`src/rtl/cu_pkg.sv`:
```
// ============================================================================
// Module      : cu_pkg
// Description : Shared opcode, FSM state and jump-condition types for the
//               control sequencer and its instruction decoder.
// Revision    : 1.0 - initial release
// ============================================================================
`default_nettype none

package cu_pkg;

    localparam int c_pc_w_default = 8;

    typedef enum logic [3:0] {
        OP_ALU0 = 4'h0,
        OP_ALU1 = 4'h1,
        OP_ALU2 = 4'h2,
        OP_ALU3 = 4'h3,
        OP_ALU4 = 4'h4,
        OP_ALU5 = 4'h5,
        OP_ALU6 = 4'h6,
        OP_ALU7 = 4'h7,
        OP_ST   = 4'h8,
        OP_CLC  = 4'h9,
        OP_JMP  = 4'hA,
        OP_JC   = 4'hB,
        OP_JNC  = 4'hC,
        OP_NOP0 = 4'hD,
        OP_NOP1 = 4'hE,
        OP_HALT = 4'hF
    } opcode_t;

    typedef enum logic [2:0] {
        S_FETCH  = 3'd0,
        S_DECODE = 3'd1,
        S_EXEC   = 3'd2,
        S_IMM_F  = 3'd3,
        S_IMM_L  = 3'd4,
        S_HALT   = 3'd5
    } state_t;

    typedef enum logic [1:0] {
        JC_ALWAYS = 2'd0,
        JC_IF_CY  = 2'd1,
        JC_IF_NCY = 2'd2
    } jump_cond_t;

endpackage

`default_nettype wire

```
`src/rtl/cu_decoder.sv`:
```
// ============================================================================
// Module      : cu_decoder
// Description : Purely combinational instruction decode, IR -> datapath
//               controls and sequencing hints. Strobes here are ungated.
// Revision    : 1.0 - initial release
// ============================================================================
`default_nettype none

module cu_decoder
    import cu_pkg::*;
(
    input  logic [7:0]  i_ir,
    output logic [3:0]  o_reg_addr,
    output logic [2:0]  o_alu_code,
    output logic        o_reg_ce,
    output logic        o_cy_ce,
    output logic        o_a_ce,
    output logic        o_cy_clr,
    output logic        o_is_jump,
    output jump_cond_t  o_jump_cond,
    output logic        o_is_halt
);

    opcode_t w_op;

    always_comb begin
        w_op        = opcode_t'(i_ir[7:4]);
        o_reg_addr  = i_ir[3:0];
        o_alu_code  = 3'd0;
        o_reg_ce    = 1'b0;
        o_cy_ce     = 1'b0;
        o_a_ce      = 1'b0;
        o_cy_clr    = 1'b0;
        o_is_jump   = 1'b0;
        o_jump_cond = JC_ALWAYS;
        o_is_halt   = 1'b0;
        case (w_op)
            OP_ALU0, OP_ALU1, OP_ALU2, OP_ALU3,
            OP_ALU4, OP_ALU5, OP_ALU6, OP_ALU7: begin
                o_alu_code = i_ir[6:4];
                o_a_ce     = 1'b1;
                o_cy_ce    = 1'b1;
            end
            OP_ST:   o_reg_ce = 1'b1;
            OP_CLC:  o_cy_clr = 1'b1;
            OP_JMP: begin
                o_is_jump   = 1'b1;
                o_jump_cond = JC_ALWAYS;
            end
            OP_JC: begin
                o_is_jump   = 1'b1;
                o_jump_cond = JC_IF_CY;
            end
            OP_JNC: begin
                o_is_jump   = 1'b1;
                o_jump_cond = JC_IF_NCY;
            end
            OP_HALT: o_is_halt = 1'b1;
            default: ;
        endcase
    end

endmodule

`default_nettype wire

```
`src/rtl/control_sequencer.sv`:
```
// ============================================================================
// Module      : control_sequencer
// Description : Fetch/decode/execute controller issuing one-cycle datapath
//               strobes; optional single-step gating via CU_SINGLE_STEP_EN.
// Revision    : 1.0 - initial release
// ============================================================================
`default_nettype none

module control_sequencer
    import cu_pkg::*;
#(
    parameter int              PC_W     = c_pc_w_default,
    parameter logic [PC_W-1:0] RESET_PC = '0
) (
    input  logic            clk,
    input  logic            nReset,
    input  logic            run,
`ifdef CU_SINGLE_STEP_EN
    input  logic            step,
`endif
    output logic [PC_W-1:0] pc_addr,
    input  logic [7:0]      instr,
    input  logic            cy_flag,
    output logic [3:0]      RegAddr,
    output logic [2:0]      ALUCode,
    output logic            RegCE,
    output logic            CY_CE,
    output logic            A_CE,
    output logic            cy_clr,
    output logic            halted
);

    localparam logic [PC_W-1:0] c_pc_one = {{(PC_W-1){1'b0}}, 1'b1};

    state_t          r_state;
    state_t          w_state_nxt;
    logic [PC_W-1:0] r_pc;
    logic [PC_W-1:0] w_pc_nxt;
    logic [PC_W-1:0] w_pc_inc;
    logic [PC_W-1:0] w_target;
    logic [7:0]      r_ir;
    logic [7:0]      w_ir_nxt;
    logic            r_taken;
    logic            w_taken_nxt;
    logic            w_go;
    logic            w_exec;

    logic            w_reg_ce;
    logic            w_cy_ce;
    logic            w_a_ce;
    logic            w_cy_clr;
    logic            w_is_jump;
    jump_cond_t      w_jump_cond;
    logic            w_is_halt;

    cu_decoder u_decoder (
        .i_ir        (r_ir),
        .o_reg_addr  (RegAddr),
        .o_alu_code  (ALUCode),
        .o_reg_ce    (w_reg_ce),
        .o_cy_ce     (w_cy_ce),
        .o_a_ce      (w_a_ce),
        .o_cy_clr    (w_cy_clr),
        .o_is_jump   (w_is_jump),
        .o_jump_cond (w_jump_cond),
        .o_is_halt   (w_is_halt)
    );

`ifdef CU_SINGLE_STEP_EN
    assign w_go = run & step;
`else
    assign w_go = run;
`endif

    // Jump target byte is fitted to the PC width: zero-extended or truncated.
    generate
        if (PC_W > 8) begin : g_target_zext
            assign w_target = {{(PC_W-8){1'b0}}, instr};
        end else begin : g_target_trunc
            assign w_target = instr[PC_W-1:0];
        end
    endgenerate

    assign w_pc_inc = r_pc + c_pc_one;

    always_comb begin
        w_state_nxt = r_state;
        w_pc_nxt    = r_pc;
        w_ir_nxt    = r_ir;
        w_taken_nxt = r_taken;
        case (r_state)
            S_FETCH: begin
                if (w_go) begin
                    w_state_nxt = S_DECODE;
                end
            end
            S_DECODE: begin
                w_ir_nxt    = instr;
                w_state_nxt = S_EXEC;
            end
            S_EXEC: begin
                if (w_is_halt) begin
                    w_state_nxt = S_HALT;
                end else begin
                    w_pc_nxt = w_pc_inc;
                    if (w_is_jump) begin
                        case (w_jump_cond)
                            JC_IF_CY:  w_taken_nxt = cy_flag;
                            JC_IF_NCY: w_taken_nxt = ~cy_flag;
                            default:   w_taken_nxt = 1'b1;
                        endcase
                        w_state_nxt = S_IMM_F;
                    end else begin
                        w_state_nxt = S_FETCH;
                    end
                end
            end
            S_IMM_F: w_state_nxt = S_IMM_L;
            S_IMM_L: begin
                w_pc_nxt    = r_taken ? w_target : w_pc_inc;
                w_state_nxt = S_FETCH;
            end
            S_HALT:  w_state_nxt = S_HALT;
            default: w_state_nxt = S_FETCH;
        endcase
    end

    always_ff @(posedge clk or negedge nReset) begin
        if (!nReset) begin
            r_state <= S_FETCH;
            r_pc    <= RESET_PC;
            r_ir    <= 8'h00;
            r_taken <= 1'b0;
        end else begin
            r_state <= w_state_nxt;
            r_pc    <= w_pc_nxt;
            r_ir    <= w_ir_nxt;
            r_taken <= w_taken_nxt;
        end
    end

    // Strobes decode from the state register, so async reset kills them at once.
    assign w_exec  = (r_state == S_EXEC);
    assign RegCE   = w_exec & w_reg_ce;
    assign CY_CE   = w_exec & w_cy_ce;
    assign A_CE    = w_exec & w_a_ce;
    assign cy_clr  = w_exec & w_cy_clr;
    assign halted  = (r_state == S_HALT);
    assign pc_addr = r_pc;

endmodule

`default_nettype wire

```
`config.mk`:
```
export PLATFORM = sky130hd
export DESIGN_NAME = control_sequencer
export DESIGN_NICKNAME = d
export VERILOG_FILES = /design/src/rtl/cu_pkg.sv /design/src/rtl/cu_decoder.sv /design/src/rtl/control_sequencer.sv
export SDC_FILE = /design/constraint.sdc
export NUM_CORES = 1
export LEC_CHECK = 0
export BUFFER_PORTS_ARGS = -buffer_cell sky130_fd_sc_hd__buf_2
export CAP_MARGIN = 20
export CORE_ASPECT_RATIO = 2
export CORE_UTILIZATION = 40
export DETAILED_ROUTE_END_ITERATION = 6
export HOLD_SLACK_MARGIN = 0.15
export SKIP_CTS_REPAIR_TIMING = 1
export SYNTH_ARGS = -nofsm -noshare
export SYNTH_HDL_FRONTEND = slang
export SYNTH_HIERARCHICAL = 1
export SYNTH_SLANG_ARGS = --single-unit
```
`constraint.sdc`:
```
create_clock -name clk -period 4.69 [get_ports clk]
set_input_delay 0.469 -clock clk [delete_from_list [all_inputs] [get_ports clk]]
set_output_delay 0.469 -clock clk [all_outputs]
set_load 0.05 [all_outputs]
```
==> flow_summary.yaml, run 1 <==
status:
  status: "completed"
worst_setup_path:
  end_kind: "output pin"
  crit_fanout: 6
  criticalPathCategory: "register to output pin"
  cp.required_ns: 4.22
  startpoint_type: "register"
  arrival_ns: 1.61
synthesis:
  avgSynthCellArea_sq_um: 10.1
  synthDominantCellAreaShare_pct: 41.0
  yosys-top-cells-area: "dfrtp_1 (41%), mux2_2 (5.5%), a21oi_1 (3.3%), buf_4 (3.1%), ha_1 (3.1%)"
  synth_compound_area_share_pct: 15.6
  syn_inst: 121
  synth_top_family_by_area: "simple AND/OR/NAND/NOR gates"
  yosysSeqAreaShare_pct: 41.0
  ys.flop_type: "dfrtp_1"
  ys_types: 38
  yosysTopAreaCell: "dfrtp_1"
  yosysMostFrequentCell: "dfrtp_1"
  synth-simple-area-share_pct: 22.4
  ys_ff_latch: 20
  synth-xor-area-share_pct: 0
  yosys.area_share.adder_pct: 3.08
  syn_nets: 136
  netlist_area_sq_mm: 0.00122
  yosysWarnings: 6
  synth_edf_count: 0
  async_flop_share_pct: 100
  synthMuxAreaShare_pct: 9.13
  synth_common_cells: "dfrtp_1 (20), nand2_1 (9), a21oi_1 (8)"
drt:
  drt-total-wl_microns: 2500
  drt_iter0_markers: 26
  antenna_left: 0
  wl_per_cell_microns: 14.1
  first_pass_iters: 4
  drc: 0
  vias: 970
  vias_per_cell: 5.48
timing:
  layout_min_cycle_time_ns: 2.08
  tns_ns: 0
  relSlewSlack_pct: 55.6
  fmaxAchievable_ghz: 0.481
  rsz0062_at_grt: "no"
  hold_viol_final: 0
  clock_skew_ns: 0.00397
  worst_pin_slew_ns: 0.662
  drv_slew: 0
  setup-violations-final: 0
  fin_crit_sh_pct: 44.3
global_route:
  globalRouteMet2Util_pct: 31.6
  use_met1_pct: 18.7
  busiest_layer: "met2"
  use_met3_pct: 1.66
  grt_start_max_net_pins: 21
  grtUsageTotal_pct: 17.5
  grt_pass1_vias: 939
  antenna_found_initial: 0
  grt_pass1_wl_microns: 4000
  grt-ovfl-total: 0
clock_network:
  cts_made_buffers: 3
  root_buffer: "clkbuf_8"
  cts_tree: "built"
  cts_max_level: 1
  clk_latency_ns: 0.25
  clockBufferDepth: 2
  clk_pin_slew_ns: 0.08
  clock-sinks: 20
worst_hold_path:
  hp-class: "primary input to asynchronous set/reset pin"
die:
  die_w_microns: 41.1
  placementRows: 28
  initial_core_util_pct: 41.5
  core_sq_mm: 0.00294
  ios: 32
  dieArea_sq_mm: 0.00329
  die_h_microns: 80.1
cells_and_area:
  fin_cells: 177
  nets: 163
  drive_gt1_share_pct: 34.7
  syn2layout_area_growth_pct: 13.3
  diodes: 0
placement:
  port_buffers: 31
  place.gp.congestion: 0.737
  dp_hpwl_microns: 1970
  placed_cells: 173
run:
  maxCapViolCount: 0
-- flip-flops by register name (all words and copies together) (netlist names) --
register,count
pc_addr,8
r_ir,8
r_state,3
r_taken,1
-- critical path: stages (launching register included) --
cell and delay (ns):
dfrtp_1 0.46, nand2b_1 0.19, nor2_1 0.26, and2_1 0.18, buf_2 0.26
-- per-layer routing --
metal  vias up  wire [microns]  part of all wire, %
met4         0              44                  1.8
met5         -               0                    0
met2        23            1410                   56
met1       468             968                   39
li1        475               -                    -
met3         4              82                  3.3
-- stage by stage --
step / area [sq um] / setup slack (ns) / hold slack, ns / util [%]
after floorplan: 1220 / 3.02 / 0.173 / -
after global placement: 1330 / 2.83 / 0.435 / 45.1
after detailed placement: 1330 / 2.76 / 0.452 / 45.1
after CTS: 1380 / 2.59 / 0.168 / 47.0
after global routing: 1380 / 2.49 / 0.180 / 47.0
final: 1380 / 2.61 / 0.153 / 47.0
-- final cells by class --
type	instances	area, sq um
multi-input cells	86	612
inverters	6	22.5
fillers	303	1560
flip-flops and latches	20	500
clock buffers	4	55.1
well taps	30	37.5
repair buffers	31	155
-- path summary, 6_finish.rpt --
path	startpoint	end	slack (ns)	cells after the start
setup / recovery	r_state[2]	RegCE	2.61	4
hold / removal	nReset	pc_addr[4]	0.15	1
setup reg to reg	r_ir[7]	pc_addr[0]	2.75	5
hold reg to reg	r_ir[2]	r_ir[2]	0.49	1
max in group asynchronous	nReset	pc_addr[0]	4.22	1
min in group clk	instr[6]	r_ir[6]	0.45	2
-- layout by cell type, fill, tap and decap left out, types with 2 or more instances in the layout --
master	instances
buf_2	31
dfrtp_1	20
nand2_1	9
a21oi_1	8
inv_1	6
nor2_1	6
mux2_2	6
nand2b_1	5
nand3_1	5
o21ai_0	5
nor2b_1	4
and2_1	4
a21oi_2	4
clkbuf_8	4
mux2_1	3
o22ai_1	3
ha_1	3
nor3b_1	2
nor3_1	2
-- cell families (layout without fill, tap and decap cells) --
family	Yosys count	after routing
muxes	10	10
adders and majority gates	3	3
buffers and inverters	15	41
and+or+nand+nor	45	45
AOI/OAI and AO/OA	28	28
DFF	20	20
Power of run 1 is left out: the tool's default activity adds up to more than one toggle a clock period on the data nets, which glitch-free logic cannot reach.
==> run 2, diff against run 1 <==
- ABC_AREA: unset -> 1
- PLACE_DENSITY: unset -> 0.65
- clock period: 4.69 -> 1.9 ns (I/O delays scaled with it)
==> run 2 against run 1 <==
  * Area after synthesis rose by 6.6%
  * Highest routed layer unchanged
  * Flip-flop and latch count did not move
  * Non-clock buffer count rose by 1
  * Critical endpoint unchanged
  * Routed wire length is 9.9% higher
  * First-iteration DRC count fell by 31%
  * Sequential share of layout area is 2.2 points lower
==> flow_summary.yaml, run 2 <==
synthesis:
  ys_ff_latch: 20
  yosysTopAreaCell: "dfrtp_1"
  synth-simple-area-share_pct: 39.6
  yosys-top-cells-area: "dfrtp_1 (38%), nand2_1 (17%), nor2_1 (8.1%), inv_1 (7.5%), nand3_1 (6.5%)"
  ys.flop_type: "dfrtp_1"
  synth_common_cells: "nand2_1 (58), nor2_1 (28), inv_1 (26)"
  syn_nets: 206
  yosys.area_share.adder_pct: 2.89
  yosysMostFrequentCell: "nand2_1"
  synth-xor-area-share_pct: 0.674
  synth_top_family_by_area: "simple AND/OR/NAND/NOR gates"
  synth_compound_area_share_pct: 4.81
  synthDominantCellAreaShare_pct: 38.5
  yosysSeqAreaShare_pct: 38.5
  ys_types: 20
  netlist_area_sq_mm: 0.00130
  synthMuxAreaShare_pct: 0
  synth_edf_count: 0
  avgSynthCellArea_sq_um: 6.81
  syn_inst: 191
  yosysWarnings: 6
  async_flop_share_pct: 100
worst_setup_path:
  crit_chain: "inv_2 -> nand3_2 -> nor2_1 -> buf_2"
  arrival_ns: 1.43
  slowest_stage: "dfrtp_1"
  cp.required_ns: 1.71
  startpoint_type: "register"
  end_kind: "output pin"
  criticalPathCategory: "register to output pin"
  crit_buf_inv: 2
  crit_fanout: 13
  cp_top_family: "buffers and inverters"
  max_stage_delay_ns: 0.45
pwr:
  power_uw: 2890
  ir_drop_uv: 895
  p_leak_uw: 0.000846
  power_density_mw_per_mm2: 1960
timing:
  fmaxAchievable_ghz: 0.617
  rsz0062_at_grt: "no"
  fin_crit_sh_pct: 85.4
  whs_ns: 0.186
  setup-violations-final: 0
  clock_skew_ns: 0.00292
  hold_viol_final: 0
  layout_min_cycle_time_ns: 1.62
  worst_pin_slew_ns: 0.461
  fin_ws_ns: 0.278
  drv_slew: 0
  tns_ns: 0
  relSlewSlack_pct: 69.3
clock_network:
  cts_max_level: 1
  cts_tree: "built"
  root_buffer: "clkbuf_8"
  cts_made_buffers: 3
  clk_pin_slew_ns: 0.07
  clockBufferDepth: 2
  clk_latency_ns: 0.25
  clock-sinks: 20
drt:
  antenna_left: 0
  drc: 0
  wl_per_cell_microns: 11.1
  first_pass_iters: 4
  vias: 1201
  drt_iter0_markers: 18
  vias_per_cell: 4.84
  drt-total-wl_microns: 2750
placement:
  port_buffers: 31
  dp_hpwl_microns: 2170
  placed_cells: 244
  pre_cts_slack_ns: 0.366
  place.gp.congestion: 0.789
die:
  ios: 32
  die_h_microns: 82.6
  core_sq_mm: 0.00312
  dieArea_sq_mm: 0.00350
  initial_core_util_pct: 41.7
  die_w_microns: 42.3
  placementRows: 29
cells_and_area:
  final_cell_mix: "nand2_1 (58), buf_2 (31), nor2_1 (28)"
  syn2layout_area_growth_pct: 13.4
  final_common_cell: "nand2_1"
  drive_gt1_share_pct: 21.2
  diodes: 0
  nets: 234
  ff_latch_area_sq_um: 500
  fin_cells: 248
  n_fill_cell: 349
  multi_input_area_sq_um: 623
global_route:
  antenna_found_initial: 0
  grt_pass1_vias: 1096
  grt_start_max_net_pins: 21
  grt-ovfl-total: 0
  grtUsageTotal_pct: 17.1
  grt_pass1_wl_microns: 4690
status:
  status: "completed"
run:
  maxCapViolCount: 0
worst_hold_path:
  hp-class: "primary input to register"
==> run 2: cell count changes after synthesis, moves of 5 or more <==
cell / before / now
nand3_1: 5 / 17
nand2b_1: 5 / 0
nor2_1: 6 / 28
nand2_1: 9 / 58
mux2_2: 6 / 0
a21oi_1: 8 / 3
inv_1: 6 / 26
==> run 2: final timing paths <==
path                                  from         end  slack [ns]  depth (start not counted)
worst max register to register     r_ir[7]  pc_addr[1]        0.36                          7
min in group asynchronous           nReset     r_ir[0]        0.41                          2
worst min-delay path              instr[5]     r_ir[5]        0.19                          3
worst max-delay path            r_state[2]       RegCE        0.28                          4
worst min register to register     r_ir[0]     r_ir[0]        0.47                          2
max in group asynchronous           nReset  r_state[1]        1.16                          2
==> run 2: tightest hold or removal path, delay by kind of cell <==
kind / cells / cell delay, ns
buf+inv: 1 / 0.09
simple gates: 2 / 0.13
==> run 2: power by group <==
part	switching, uW	internal [uW]	leakage [uW]	total, uW
Combinational	1270	462	0.000578	1730
Clock	135	141	0.0000216	276
Sequential	247	632	0.000246	879
==> run 2: layout make-up <==
type                       count  share of cell area (%)
sequential                    20                    34.0
timing repair buffer          32                    11.2
inverter                      28                    7.13
multi-input combinational    134                    42.3
tap                           31                    2.63
clock buffer                   3                    2.80
==> run 2: kinds of logic after synthesis <==
family,Yosys count
adder cells (fa/ha/maj),3
AO/OA/AOI/OAI,12
XOR/XNOR,1
flip-flops,20
buffers and inverters,37
AND/OR/NAND/NOR,118
==> run 2: stage by stage <==
stage	utilization (%)	instance area (sq um)
finish	47.2	1470
global route	47.2	1470
CTS	46.9	1460
detailed placement	45.6	1420
global placement	45.6	1420
floorplan	-	1300
==> run 2: per-layer routing <==
metal / up-vias / wire [microns] / track usage (%)
met2: 23 / 1550 / 33.8
li1: 631 / - / -
met5: - / 0 / 0
met4: 0 / 42 / 5.63
met1: 543 / 1070 / 18.4
met3: 4 / 77 / 1.52
No activity file was read; power rests on OpenSTA's default activity.
